$ cat src/rtl/dataframe_merger_pkg.sv
// Shared constants and state encoding for the data-frame merger.
// Stream width and default frame limit match the data-frame generators.
package dataframe_merger_pkg;

  localparam int unsigned RFDC_TDATA_WIDTH        = 64;
  localparam int unsigned RFDC_TKEEP_WIDTH        = RFDC_TDATA_WIDTH / 8;
  localparam int unsigned DEFAULT_MAX_FRAME_LINES = 1024;

  typedef enum logic [1:0] {
    IDLE   = 2'd0,
    STREAM = 2'd1,
    DROP   = 2'd2
  } merger_state_t;

endpackage

$ cat src/rtl/dataframe_merger_rr_arbiter.sv
// Combinational rotating-priority encoder: first requester at or above
// rr_ptr, wrapping upward through the channel range.
module rr_arbiter
  import dataframe_merger_pkg::*;
#(
  parameter int unsigned NUM_CH = 8,
  localparam int unsigned CH_W  = $clog2(NUM_CH)
) (
  input  logic [NUM_CH-1:0] req,
  input  logic [CH_W-1:0]   rr_ptr,
  output logic [CH_W-1:0]   grant,
  output logic              any_req
);

  logic [2*NUM_CH-1:0] req2;
  logic [NUM_CH-1:0]   rot;
  logic [CH_W:0]       sum;

  // Doubling the request vector turns the wrap-around search into a plain
  // lowest-bit search on the rotated copy.
  always_comb begin
    req2    = {req, req};
    rot     = NUM_CH'(req2 >> rr_ptr);
    any_req = 1'b0;
    sum     = '0;
    grant   = '0;
    for (int unsigned i = 0; i < NUM_CH; i++) begin
      if (!any_req && rot[i]) begin
        any_req = 1'b1;
        sum     = {1'b0, rr_ptr} + (CH_W+1)'(i);
      end
    end
    if (sum >= (CH_W+1)'(NUM_CH)) begin
      sum = sum - (CH_W+1)'(NUM_CH);
    end
    grant = sum[CH_W-1:0];
  end

endmodule

$ cat src/rtl/dataframe_merger.sv
// Frame-atomic round-robin merger of NUM_CH AXI4-Stream frame sources into
// one registered AXI4-Stream output, truncating over-length frames.
module dataframe_merger
  import dataframe_merger_pkg::*;
#(
  parameter int unsigned NUM_CH          = 8,
  parameter int unsigned MAX_FRAME_LINES = DEFAULT_MAX_FRAME_LINES,
  parameter int unsigned FRAME_CNT_WIDTH = 32
) (
  input  logic                                 ACLK,
  input  logic                                 ARESET,
  input  logic                                 SET_CONFIG,
  input  logic [NUM_CH*RFDC_TDATA_WIDTH-1:0]   S_AXIS_TDATA,
  input  logic [NUM_CH*RFDC_TKEEP_WIDTH-1:0]   S_AXIS_TKEEP,
  input  logic [NUM_CH-1:0]                    S_AXIS_TLAST,
  input  logic [NUM_CH-1:0]                    S_AXIS_TVALID,
  output logic [NUM_CH-1:0]                    S_AXIS_TREADY,
  output logic [RFDC_TDATA_WIDTH-1:0]          M_AXIS_TDATA,
  output logic [RFDC_TKEEP_WIDTH-1:0]          M_AXIS_TKEEP,
  output logic                                 M_AXIS_TLAST,
  output logic                                 M_AXIS_TVALID,
  input  logic                                 M_AXIS_TREADY,
  output logic [$clog2(NUM_CH)-1:0]            CUR_CHANNEL,
  output logic [FRAME_CNT_WIDTH-1:0]           FRAME_COUNT,
  output logic                                 MERGER_ERROR
);

  localparam int unsigned CH_W  = $clog2(NUM_CH);
  localparam int unsigned W     = RFDC_TDATA_WIDTH;
  localparam int unsigned KW    = RFDC_TKEEP_WIDTH;
  localparam int unsigned CNT_W = $clog2(MAX_FRAME_LINES + 1);

  localparam logic [CNT_W-1:0] LAST_IDX = CNT_W'(MAX_FRAME_LINES - 1);
  localparam logic [CH_W-1:0]  TOP_CH   = CH_W'(NUM_CH - 1);

  merger_state_t state, state_next;

  logic [CH_W-1:0]  rr_ptr;
  logic [CH_W-1:0]  cur_ch;
  logic [CH_W-1:0]  grant_idx;
  logic [CH_W-1:0]  next_ch;
  logic             any_req;
  logic [CNT_W-1:0] beat_cnt;

  logic             out_free;
  logic             sel_ready;
  logic             sel_valid;
  logic             sel_last;
  logic [W-1:0]     sel_data;
  logic [KW-1:0]    sel_keep;
  logic             s_hs;
  logic             load_out;
  logic             at_limit;
  logic             frame_end;

  rr_arbiter #(
    .NUM_CH (NUM_CH)
  ) u_arb (
    .req     (S_AXIS_TVALID),
    .rr_ptr  (rr_ptr),
    .grant   (grant_idx),
    .any_req (any_req)
  );

  assign out_free  = !M_AXIS_TVALID || M_AXIS_TREADY;
  assign sel_ready = ((state == STREAM) && out_free) || (state == DROP);
  assign s_hs      = sel_valid && sel_ready;
  assign load_out  = (state == STREAM) && s_hs;
  assign at_limit  = (beat_cnt == LAST_IDX);
  assign frame_end = load_out && (sel_last || at_limit);
  assign next_ch   = (cur_ch == TOP_CH) ? '0 : cur_ch + 1'b1;

  // Channel select written as an unrolled compare so every slice is constant.
  always_comb begin
    sel_valid     = 1'b0;
    sel_last      = 1'b0;
    sel_data      = '0;
    sel_keep      = '0;
    S_AXIS_TREADY = '0;
    for (int unsigned c = 0; c < NUM_CH; c++) begin
      if (cur_ch == CH_W'(c)) begin
        sel_valid        = S_AXIS_TVALID[c];
        sel_last         = S_AXIS_TLAST[c];
        sel_data         = S_AXIS_TDATA[c*W +: W];
        sel_keep         = S_AXIS_TKEEP[c*KW +: KW];
        S_AXIS_TREADY[c] = sel_ready;
      end
    end
  end

  always_comb begin
    state_next = state;
    case (state)
      IDLE: begin
        if (any_req) state_next = STREAM;
      end
      STREAM: begin
        if (s_hs) begin
          if (sel_last)      state_next = IDLE;
          else if (at_limit) state_next = DROP;
        end
      end
      DROP: begin
        if (s_hs && sel_last) state_next = IDLE;
      end
      default: state_next = IDLE;
    endcase
  end

  always_ff @(posedge ACLK or posedge ARESET) begin
    if (ARESET) begin
      state <= IDLE;
    end else if (SET_CONFIG) begin
      state <= IDLE;
    end else begin
      state <= state_next;
    end
  end

  always_ff @(posedge ACLK or posedge ARESET) begin
    if (ARESET) begin
      rr_ptr       <= '0;
      cur_ch       <= '0;
      beat_cnt     <= '0;
      FRAME_COUNT  <= '0;
      MERGER_ERROR <= 1'b0;
    end else if (SET_CONFIG) begin
      rr_ptr       <= '0;
      cur_ch       <= '0;
      beat_cnt     <= '0;
      FRAME_COUNT  <= '0;
      MERGER_ERROR <= 1'b0;
    end else begin
      if (state == IDLE && any_req) begin
        cur_ch   <= grant_idx;
        beat_cnt <= '0;
      end
      if (load_out) begin
        beat_cnt <= beat_cnt + 1'b1;
      end
      if (frame_end) begin
        FRAME_COUNT <= FRAME_COUNT + 1'b1;
      end
      if (load_out && !sel_last && at_limit) begin
        MERGER_ERROR <= 1'b1;
      end
      if (s_hs && sel_last) begin
        rr_ptr <= next_ch;
      end
    end
  end

  always_ff @(posedge ACLK or posedge ARESET) begin
    if (ARESET) begin
      M_AXIS_TDATA  <= '0;
      M_AXIS_TKEEP  <= '0;
      M_AXIS_TLAST  <= 1'b0;
      M_AXIS_TVALID <= 1'b0;
    end else if (SET_CONFIG) begin
      M_AXIS_TDATA  <= '0;
      M_AXIS_TKEEP  <= '0;
      M_AXIS_TLAST  <= 1'b0;
      M_AXIS_TVALID <= 1'b0;
    end else if (load_out) begin
      M_AXIS_TDATA  <= sel_data;
      M_AXIS_TKEEP  <= sel_keep;
      M_AXIS_TLAST  <= sel_last || at_limit;
      M_AXIS_TVALID <= 1'b1;
    end else if (M_AXIS_TREADY) begin
      M_AXIS_TVALID <= 1'b0;
    end
  end

  assign CUR_CHANNEL = cur_ch;

endmodule

$ cat config.mk
export PLATFORM = sky130hd
export DESIGN_NAME = dataframe_merger
export DESIGN_NICKNAME = d
export VERILOG_FILES = /design/src/rtl/dataframe_merger_pkg.sv /design/src/rtl/dataframe_merger_rr_arbiter.sv /design/src/rtl/dataframe_merger.sv
export SDC_FILE = /design/constraint.sdc
export NUM_CORES = 1
export LEC_CHECK = 0
export ABC_AREA = 1
export CAP_MARGIN = 40
export CORE_AREA = 3 3 277 279
export DETAILED_ROUTE_END_ITERATION = 6
export DIE_AREA = 0 0 280 282
export SYNTH_ARGS = -nofsm -noshare
export SYNTH_HDL_FRONTEND = slang
export SYNTH_SLANG_ARGS = --single-unit
$ cat constraint.sdc
create_clock -name ACLK -period 4.7 [get_ports ACLK]
set_input_delay 1.175 -clock ACLK [delete_from_list [all_inputs] [get_ports ACLK]]
set_output_delay 1.175 -clock ACLK [all_outputs]
set_load 0.02 [all_outputs]
; ---- Word level (Yosys, flattened, before mapping)
; Cells that the tools add are included.
[totals]
output_inout_bits = 118
elab_cells = 159
inputBits = 596
ff_bits = 126
[classes]
n_lt_le_gt_ge = 1
n_shift = 1
n_eq_ne = 14
add_sub_neg = 11
n_mux = 85
reduce_logical = 37
[ops]
columns = op, n
row1 = two-way mux 64 bit, 10
row2 = two-way mux 8 bit, 10
row3 = two-way mux 32 bit, 2
row4 = two-way mux 1 bit, 39
row5 = two-way mux 11 bit, 3
row6 = adder 32 x 1 -> 32 bit (second input constant), 1
row7 = two-way mux 4 bit, 7
row8 = two-way mux 3 bit, 7
row9 = adder 3 x 3 -> 4 bit (second input constant), 4
row10 = right shift 16 x 3 -> 8 bit, 1
row11 = logical AND 1 bit, 15
row12 = equality test 3 bit (second input constant), 4
row13 = two-way mux 2 bit, 6
row14 = adder 11 x 1 -> 11 bit (second input constant), 1
row15 = equality test 11 x 10 -> 1 bit (second input constant), 1
row16 = nonzero test 2 bit, 5
row17 = zero test 1 bit, 9
row18 = adder 3 x 2 -> 4 bit (second input constant), 2
row19 = equality test 3 x 2 -> 1 bit (second input constant), 2
row20 = inequality test 3 bit (second input constant), 2
row21 = case mux 2 bit (3 select lines), 1
row22 = nonzero test 3 bit, 2
row23 = adder 3 x 1 -> 4 bit (second input constant), 1
row24 = greater-or-equal comparator 4 bit (second input constant), 1
row25 = other kinds (11), 13

; ---- Logic depth before layout (Yosys ltp)
; Gate-level depths: netlist (run 1).
[depth]
word_depth = 27
depth_mapped = 19
depth_no_buf = 17

; ---- Modules after synthesis
; Synthesis (run 1) repeated with hierarchy kept, for this count alone.
[unflattened]
hier_cells = 2221
area_unflattened_um2 = 12537.0
[by_module_without_submodules]
columns = module, cells_each, area_each_um2, n_inst, seq_area_each_um2
row1 = dataframe_merger, 2081, 11746.3, 1, 3153.0
row2 = rr_arbiter, 140, 790.8, 1, 0.0

; ---- Worst setup path before layout (run 1)
; OpenSTA, ideal clock, no wires.
[synth_path]
path_kind = reg2out
startpoint = register cur_ch[0] (netlist: CUR_CHANNEL[0])
endpoint = output port S_AXIS_TREADY[6]
required_time_ps = 3525
arrival_ps = 1952
n_path_buf = 3
path_stages_with_launch = 8
setup_slack_ps = 1573
path_cell_list = dfrtp_1 -> inv_1 -> ha_1 -> nand2_1 -> clkbuf_1 -> clkbuf_1 -> buf_1 -> nor2_1
[synth_via]
elab_chain_len = 2
[synth_rtl]
columns = element, line_no
row1 = start: declaration, dataframe_merger.sv:39  ; logic [CH_W-1:0] cur_ch;
row2 = start signal: assignment, dataframe_merger.sv:135  ; cur_ch <= grant_idx;
row3 = equality test 3 bit, dataframe_merger.sv:81  ; if (cur_ch == CH_W'(c)) begin
row4 = two-way mux 1 bit, dataframe_merger.sv:81
row5 = end: declaration, dataframe_merger.sv:17  ; output logic [NUM_CH-1:0] S_AXIS_TREADY,
; Every way passes these cells.

; ---- Worst setup path in the final report (run 1)
[layout_path]
startpoint = input port M_AXIS_TREADY
endpoint = output port S_AXIS_TREADY[1]
[layout_via]
elab_chain_len = 4
[layout_rtl]
columns = element, line_no
row1 = start: declaration, dataframe_merger.sv:22  ; input logic M_AXIS_TREADY,
row2 = logical OR 1 bit, dataframe_merger.sv:65  ; assign out_free = !M_AXIS_TVALID || M_AXIS_TREADY;
row3 = logical AND 1 bit, dataframe_merger.sv:66  ; assign sel_ready = ((state == STREAM) && out_free) || (state == DROP);
row4 = logical OR 1 bit, dataframe_merger.sv:66
row5 = two-way mux 1 bit, dataframe_merger.sv:81
; Every way passes these cells.

==> reports/results.txt, run 1 <==
The complex-gate fraction of the synthesized area was 12.7%. Maximum frequency from static timing analysis: 241 MHz. The tools report the wire length on met2 as 39.1 mm.

By area, the combinational part of the netlist is dominated by simple AND/OR/NAND/NOR gates. Power spread over the standard cell area amounts to 494 nW/um^2. OpenSTA, run right after detailed placement, puts the worst setup slack at 524 ps. The run gives 79000 sq um as the die area.

The finished layout holds 3605 standard cells, fillers aside. The worst hold path belongs to the class register to register. The run gives 0 as the detailed-route DRC error count. The largest area contributor in the netlist is dfrtp_1. The startpoint-to-endpoint class of the critical path was input port to output pin. After Yosys synthesis, XOR and XNOR cells account for 2.97% of the synthesized area. The run gives 10.2 mW as the total power after layout. At the end of the flow, the number of nets in the layout was 3215.

The critical path starts at M_AXIS_TREADY. Synthesis inferred 126 register bits. The final critical path takes up 88.5% of the cycle. Setup slack on the worst reg-to-reg path comes out at 1270 ps.

For the number of buffers added to fix hold violations after cts, the log shows 0. Summing over every cut layer, the via total after detailed routing is 16200. The number of warnings issued by yosys is 0. No sink is reached through more buffers than the 2 on the longest clock path. The average instance in the mapped netlist occupies 6.05 sq um.

For this design, the sink count on the clock tree is 126. The synthesized design contains 0 enable-type register cells. The number of antenna violations at the first check in global routing was 26.

The area growth from synthesis to layout is 71.3%. The synthesized instance count was 1999; the final number of max-transition violations was 0. The die is 282 um tall.

Most used flip-flop cell after synthesis: dfrtp_1. The post-cts resize count was 0. The tools report the number of top-level pins as 714. When the netlist entered floorplanning its net count stood at 2605.

Data on the critical path is required at its endpoint by 3520 ps. In the synthesized netlist, mux cells make up 0% of the area. The count of nets left with antenna violations once routing finished came out at 0. The worst flop-to-flop path endpoint was M_AXIS_TDATA[40]$_DFFE_PP0P_.

The adder-cell share of the synthesized area is 1.03%, and the met3 wire length is 6.29 mm. STA classifies the critical path endpoint as an output pin. The clock transition at the registers of the reported paths was 60 ps; the area of all placed cells without fillers was 20700 sq um. STA classifies the critical path startpoint as an input port. Via count of the first global-routing pass: 15500. The tools report the number of endpoints with negative hold slack in the final report as 0. Setup violations remaining at the end of the flow were counted as 0. The clock period minus worst slack was 4160 ps. The cell leakage power came out at 8.65 nW.

The logs give 26.1% for the portion of the post-synthesis area used by sequential elements and 4 for the number of H-tree levels. Routed signal wires occupy layers up through met5. For the pin with the worst max-slew slack, the measured transition is 907 ps.

Setup total negative slack on the finished layout was measured at 0 ps. For this run, the share of the core covered by cells in the final layout is 27.8%. The top fanout value on the critical path is 7, and the routed metal-1 wirelength is 31.5 mm. For the data arrival time of the critical path, the log shows 2980 ps.

Summing all multi-input logic gate instances after layout gives 8000 sq um. After synthesis, the netlist uses 38 different library cells. The number of port buffers works out to 713. The tools report the end point of the critical path as S_AXIS_TREADY[1]. After detailed placement, the total cell area comes to 20100 sq um. Clock latency on the worst-skew pair, taken at its later pin, is 480 ps. Along the worst hold path, the cell count comes to 2. The post-synthesis share of cell area spent on and, or, nand and nor gates works out to 49.0%. The count of filler cells inserted in the layout is 8335, and the final-layout worst hold slack is 487 ps.

The tools report the peak ir drop on the vdd network as 0.000477 V. The congestion estimate from routability-driven global placement came to 0.912. The synthesized cell area is 12100 sq um, and the post-detailed-route wirelength per cell is 22.2 um.

The number of buffers added by the clock tree synthesis step was 17; the wire length reported by the detailed router was 80.0 mm. In this run the critical register-to-register path is launched from CUR_CHANNEL[1]$_DFFE_PP0P_. For this configuration, the core starts out at a cell density of 16.2%. The top-area cell type share of the netlist area was 26.1%. For this block, the initial DRC count from the detailed router was 1093. Clock tree root buffer cell: clkbuf_16. The count of cells along the worst register-to-register path is 13. TritonCTS built the clock tree. The number of setup buffers added after CTS is 0.

For the standard cell core area, the log shows 74400 sq um. The run gives 19.4% as the global-route usage over all layers. The tool flagged a number of max-cap violations equal to 0. In this run, placement finished with an instance count of 3559.

Setup repair after global routing left no endpoint under its margin. For the final database, setup skew stands at 22.2 ps. The share of layout cells above drive strength 1 was 4.23%. The detail-routed via count per cell came out at 4.49. The chip width came out at 280 um.

The run finished with clean final reports. For the total iterations of the first detailed-routing run, the log shows 5. The leftover overflow at the end of global routing is 0, and the global-route wire length before repair is 110 mm. Entering global routing, the biggest net connects 147 pins. The area of all sequential standard cells is 3150 sq um.

Counting flops with an async set or reset pin after synthesis yields a share of 100%. The tools report the detailed placer's ending HPWL as 64.0 mm. By area the synthesized netlist is led by dfrtp_1 26%, nand2_1 19%, nand3_1 12%.

The setup slack of the critical path after layout was 543 ps; the worst relative slew slack was 39.5%. Row generation in the floorplan step produced 100 rows.
-- cells in the mapped netlist, drive strengths merged (10+ instances only) --
| cell | n |
|---|---|
| o21ai | 81 |
| nand3b | 26 |
| o211ai | 72 |
| nand2 | 633 |
| nor2 | 350 |
| ha | 10 |
| nand3 | 315 |
| a22oi | 72 |
| nor3 | 28 |
| xnor2 | 11 |
| xor2 | 30 |
| inv | 69 |
| buf | 76 |
| nand4 | 12 |
| clkbuf | 72 |
| dfrtp | 126 |
-- state kept, by name, indices dropped and copies added (netlist names) --
register / count
beat_cnt: 11
M_AXIS_TKEEP: 8
rr_ptr: 3
MERGER_ERROR: 1
M_AXIS_TVALID: 1
FRAME_COUNT: 32
state: 2
M_AXIS_TLAST: 1
CUR_CHANNEL: 3
M_AXIS_TDATA: 64
-- how the worst min path moves through the flow --
stage / slack (ps) / to / startpoint
detailed placement: 470 / MERGER_ERROR$_DFFE_PP0P_ / MERGER_ERROR$_DFFE_PP0P_
finish: 490 / M_AXIS_TDATA[11]$_DFFE_PP0P_ / M_AXIS_TDATA[11]$_DFFE_PP0P_
global placement: 470 / MERGER_ERROR$_DFFE_PP0P_ / MERGER_ERROR$_DFFE_PP0P_
CTS: 490 / MERGER_ERROR$_DFFE_PP0P_ / MERGER_ERROR$_DFFE_PP0P_
floorplan: 500 / beat_cnt[3]$_DFFE_PP0P_ / beat_cnt[3]$_DFFE_PP0P_
global route: 500 / M_AXIS_TDATA[18]$_DFFE_PP0P_ / M_AXIS_TDATA[18]$_DFFE_PP0P_
-- placed cells by master, fill, tap and decap left out, types with 2 or more instances in the layout --
cell	netlist	layout
nand4_2	2	2
inv_4	0	2
nor3_1	25	25
ha_4	0	2
nor2_4	6	7
o21ai_1	74	74
a22oi_1	72	72
xnor2_1	11	11
nor2_1	343	342
diode_2	0	14
nand3b_1	26	26
bufinv_16	0	4
clkinv_2	0	3
buf_4	2	20
nand2_1	625	623
xor2_1	30	30
o211ai_1	72	72
ha_1	10	8
nand4_1	10	10
inv_6	0	5
dfrtp_1	126	126
nand3_2	14	14
nand2_2	7	6
nor3_2	3	3
nand3_1	300	300
clkinvlp_4	0	2
clkdlybuf4s50_1	0	713
clkbuf_16	0	17
buf_12	1	6
nand2_4	1	3
nor4_1	7	7
o21ai_0	7	7
inv_1	60	58
clkinv_4	0	3
a21oi_1	3	3
inv_2	9	6
-- power breakdown --
| part | total (mW) | switching, mW | internal (mW) |
|---|---|---|---|
| sequential | 1.42 | 0.157 | 1.26 |
| clock | 1.53 | 0.638 | 0.896 |
| combinational | 7.28 | 4.78 | 2.49 |
-- cell type report --
| class | instances | share of cell area [%] |
|---|---|---|
| multi-input cells | 1656 | 38.6 |
| repair buffers | 739 | 35.7 |
| diodes | 14 | 0.169 |
| well taps | 969 | 5.85 |
| flip-flops and latches | 126 | 15.2 |
| clock buffers | 17 | 2.05 |
| clock inverters | 15 | 1.01 |
| inverters | 69 | 1.33 |
-- routing by layer --
layer | global-route usage (%) | up-vias
met5 | 0 | -
met4 | 8.74 | 2
met3 | 5.69 | 90
met2 | 33.2 | 692
met1 | 22.4 | 7528
li1 | - | 7859
-- critical path, cell delays in order --
cell and delay [ps]:
clkdlybuf4s50_1 470, inv_1 40, nand2_1 90, a21boi_2 120, buf_4 200, nor3_1 200, clkdlybuf4s50_1 670
-- kinds of logic after synthesis --
family | Yosys count
flip-flops | 126
AND/OR/NAND/NOR | 1374
AO/OA/AOI/OAI | 231
buffers and inverters | 217
adder cells (fa/ha/maj) | 10
XOR/XNOR | 41
(Power assumes the default switching activity.)
==> run 2: changes to the inputs <==
--- a/config.mk
+++ b/config.mk
@@ -8,6 +8,7 @@
 export ABC_AREA = 1
 export CAP_MARGIN = 40
 export CORE_AREA = 3 3 277 279
+export CTS_CLUSTER_SIZE = 40
 export DETAILED_ROUTE_END_ITERATION = 6
 export DIE_AREA = 0 0 280 282
 export SYNTH_ARGS = -nofsm -noshare
==> results of run 2 <==
The final DEF is identical to that of run 1; final timing and power are the same.
==> run 3: changes to the inputs <==
==> constraint.sdc (replaced) <==
create_clock -name ACLK -period 4.7 [get_ports ACLK]
set_input_delay 1.175 -clock ACLK [delete_from_list [all_inputs] [get_ports ACLK]]
set_output_delay 1.175 -clock ACLK [all_outputs]
set_load 0.005 [all_outputs]
==> run 3 against run 2 <==
  * First-iteration DRC count decreased by 2.5%
  * Die area unchanged
  * Wire length increased by 0.26%
  * Design area decreased by 0.18%
  * Critical path type unchanged
  * Critical endpoint unchanged
  * Largest cell class unchanged
  * Highest routed layer unchanged
==> reports/results.txt, run 3 (synthesis gave the netlist of run 1 again) <==
The peak ir drop on the vdd network is 0.000408 V (-15%). In the layout the commonest cells are 713 x clkdlybuf4s50_1, 623 x nand2_1, 342 x nor2_1. The tools report the clock tree root buffer cell as clkbuf_16. The number of buffers added to fix hold violations after cts came out at 0 (unchanged). The run gives 22.3% (about the same) as the global routing met1 resource utilization.

The tools report the startpoint type of the worst setup path as an input port. The run gives 19.5% (+0.087 points) as the global-route usage over all layers. The clock period minus worst slack came out at 4100 ps (-60.1 ps). The number of port buffers came out at 713 (unchanged).

Startpoint-to-endpoint class of the critical path: input port to output pin. The register with the most flip-flops in the final layout is M_AXIS_TDATA. The maximum number of pins on one net before global-route repair was 147 (unchanged). The maximum frequency from static timing analysis is 244 MHz (+1.5%). The count of filler cells inserted in the layout is 8321 (-0.17%), and the transition at the pin with the smallest max-transition slack is 746 ps (-161 ps). The flow ran to the end, and the final reports show no timing, DRC or antenna violations.

The count of cells along the worst register-to-register path was 11 (-2). The net count of the finished layout is 3216 (+0.031%), and the clock transition at the registers of the reported paths is 70 ps (about the same). The detailed placer's ending HPWL is 64.6 mm (+0.88%), and the worst relative slew slack is 50.3% (+11 points). The slack of the worst reg-to-reg path was 1320 ps (+50 ps); the detailed-route DRC error count was 0 (unchanged). The via total after detailed routing is 16200 (+0.17%), and the number of nets with antenna violations after routing is 0 (unchanged).

The tools report the beginning of the worst hold path as M_AXIS_TDATA[11]$_DFFE_PP0P_. Standard cell core area: 74400 sq um (unchanged). The tools report the via count of the first global-routing pass as 15600 (+0.77%). The filler-free cell count of the finished design was 3605 (unchanged); the post-cts resize count was 0 (unchanged). For the initial cell density of the core, the log shows 16.2% (unchanged). The most heavily used metal layer in global routing was met2. The global-route wire length before repair is 111 mm (+0.52%).

Clock latency of the later-clocked register in the worst-skew pair: 470 ps (about the same). The share of layout cells above drive strength 1 came out at 4.27% (+0.037 points). The area growth from synthesis to layout is 71.0%. Setup TNS after final layout: 0 ps (unchanged).

The worst register-to-register path ends at M_AXIS_TDATA[40]$_DFFE_PP0P_. The power density normalized to cell area is 478 nW/um^2 (-3.3%), and the vertical die dimension is 282 um (unchanged). Cell type group with the largest total delay on the critical path: buffers and inverters. The number of buffers and inverters on the critical path came out at 4 (unchanged). The total iterations of the first detailed-routing run is 5 (unchanged). The path with the worst hold slack has its endpoint at M_AXIS_TDATA[11]$_DFFE_PP0P_. STA classifies the critical path endpoint as an output pin. The tools report the number of antenna violations at the first check in global routing as 29 (+12%).

For the wire length reported by the detailed router, the log shows 80.3 mm (+0.26%). The count of buffers added by post-CTS timing repair for setup was 0 (unchanged). The post-detailed-route wirelength per cell was 22.3 um (+0.26%).

Setup repair after global routing left no endpoint under its margin. The part of the cycle the worst path needs was 87.2% (-1.3 points); the chip width was 280 um (unchanged). The met2 global-route usage came out at 33.8% (+0.59 points). TritonCTS built the clock tree. The slowest cell on the critical path was clkdlybuf4s50_1. The area occupied by multi-input gates was 8000 sq um (unchanged); the final count of negative-setup-slack endpoints was 0 (unchanged). The largest registers in the layout are M_AXIS_TDATA (64), FRAME_COUNT (32), beat_cnt (11). For the data arrival time of the critical path, the log shows 2920 ps (-60 ps). Cell leakage power: 8.63 nW (-0.20%). The final number of max-transition violations is 0 (unchanged), and the count of cells along the worst hold path is 2 (unchanged). Classification of the worst-slack hold path: register to register. Count of maximum capacitance violations: 0 (unchanged). The leftover overflow at the end of global routing came out at 0 (unchanged). The library cell used most frequently in the layout, excluding fill and tap cells, is clkdlybuf4s50_1. Traced cell by cell, the critical path runs through clkdlybuf4s50_1 > inv_1 > nand2_1 > a21boi_2 > buf_4 > nor3_1 > clkdlybuf4s50_1. The startpoint identified for the worst register-to-register timing path is CUR_CHANNEL[2]$_DFFE_PP0P_. The run gives 4 (unchanged) as the number of H-tree levels. The die area was 79000 sq um (unchanged); the buffer levels on the longest clock path was 2 (unchanged). The final setup skew was 17.3 ps (-4.84 ps); the area of all sequential standard cells was 3150 sq um (unchanged). The tools report the global-route track usage on met3 as 5.20% (-0.49 points).

Detail-routed via count per cell: 4.49 (+0.17%). The number of top-level pins was 714 (unchanged). Number of cell rows: 100 (unchanged). Number of buffers added by the clock tree synthesis step: 17 (unchanged). By instance count, the cell type seen most on the critical path is clkdlybuf4s50_1.

The tools report the number of endpoints with negative hold slack in the final report as 0 (unchanged). The run gives 126 (unchanged) as the total clock sinks. The top fanout value on the critical path came out at 7 (unchanged). The run gives 3520 ps (about the same) as the required time of the critical path. Placer congestion estimate: 0.934 (+2.4%).

The peak per-stage delay on the critical path was 580 ps (-90 ps). The flip-flop count of the largest register, all copies and words added was 64 (unchanged); the count of placed standard cells including taps was 3560 (+0.028%). The violation count after the first detailed-routing iteration came out at 1066 (-2.5%).
run 3: cell types whose count changed in the layout (fill, tap and decap cells not counted):
cell,previous run,this run
bufinv_16,4,1
clkinv_4,3,6
buf_12,6,8
buf_4,20,19
clkinv_2,3,4
diode_2,14,13
inv_6,5,4
run 3: metrics by stage:
step / hold slack (ps) / instance area (sq um) / total power, mW / setup WS (ps) / utilization, %
floorplan: 473 / 12100 / 5.31 / 169 / -
global placement: 465 / 20100 / 8.61 / 643 / 27.0
detailed placement: 467 / 20100 / 8.64 / 665 / 27.0
CTS: 492 / 20600 / 10.1 / 602 / 27.7
global route: 505 / 20700 / 10.7 / 556 / 27.8
finish: 488 / 20700 / 9.88 / 603 / 27.8
run 3: area by class of cell:
| class | instances | share of cell area (%) |
|---|---|---|
| well taps | 969 | 5.86 |
| inverters | 69 | 1.33 |
| diodes | 13 | 0.157 |
| clock buffers | 17 | 2.06 |
| clock inverters | 15 | 0.684 |
| repair buffers | 740 | 36.0 |
| flip-flops and latches | 126 | 15.2 |
| multi-input cells | 1656 | 38.7 |
run 3: worst max path at each step:
stage | to | from | cells past startpoint | slack, ps
floorplan | CUR_CHANNEL[0]$_DFFE_PP0P_ | ARESET | 1 | 170
global placement | S_AXIS_TREADY[1] | M_AXIS_TREADY | 7 | 640
detailed placement | S_AXIS_TREADY[1] | M_AXIS_TREADY | 7 | 660
CTS | S_AXIS_TREADY[3] | CUR_CHANNEL[2]$_DFFE_PP0P_ | 6 | 600
global route | S_AXIS_TREADY[3] | CUR_CHANNEL[2]$_DFFE_PP0P_ | 6 | 560
finish | S_AXIS_TREADY[1] | M_AXIS_TREADY | 7 | 600
run 3: worst min-delay path, stage by stage (launching register included):
cell and delay [ps]:
dfrtp_1 340, nand2_1 50, o21ai_1 60
run 3: power by group:
part | switching, mW | internal (mW)
Sequential | 0.146 | 1.26
Clock | 0.613 | 0.734
Combinational | 4.61 | 2.51
run 3: metal layers:
layer | vias up | share of wire (%)
li1 | 7871 | -
met1 | 7571 | 39
met2 | 663 | 49
met3 | 91 | 7.5
met4 | 2 | 4.2
met5 | - | 0.016
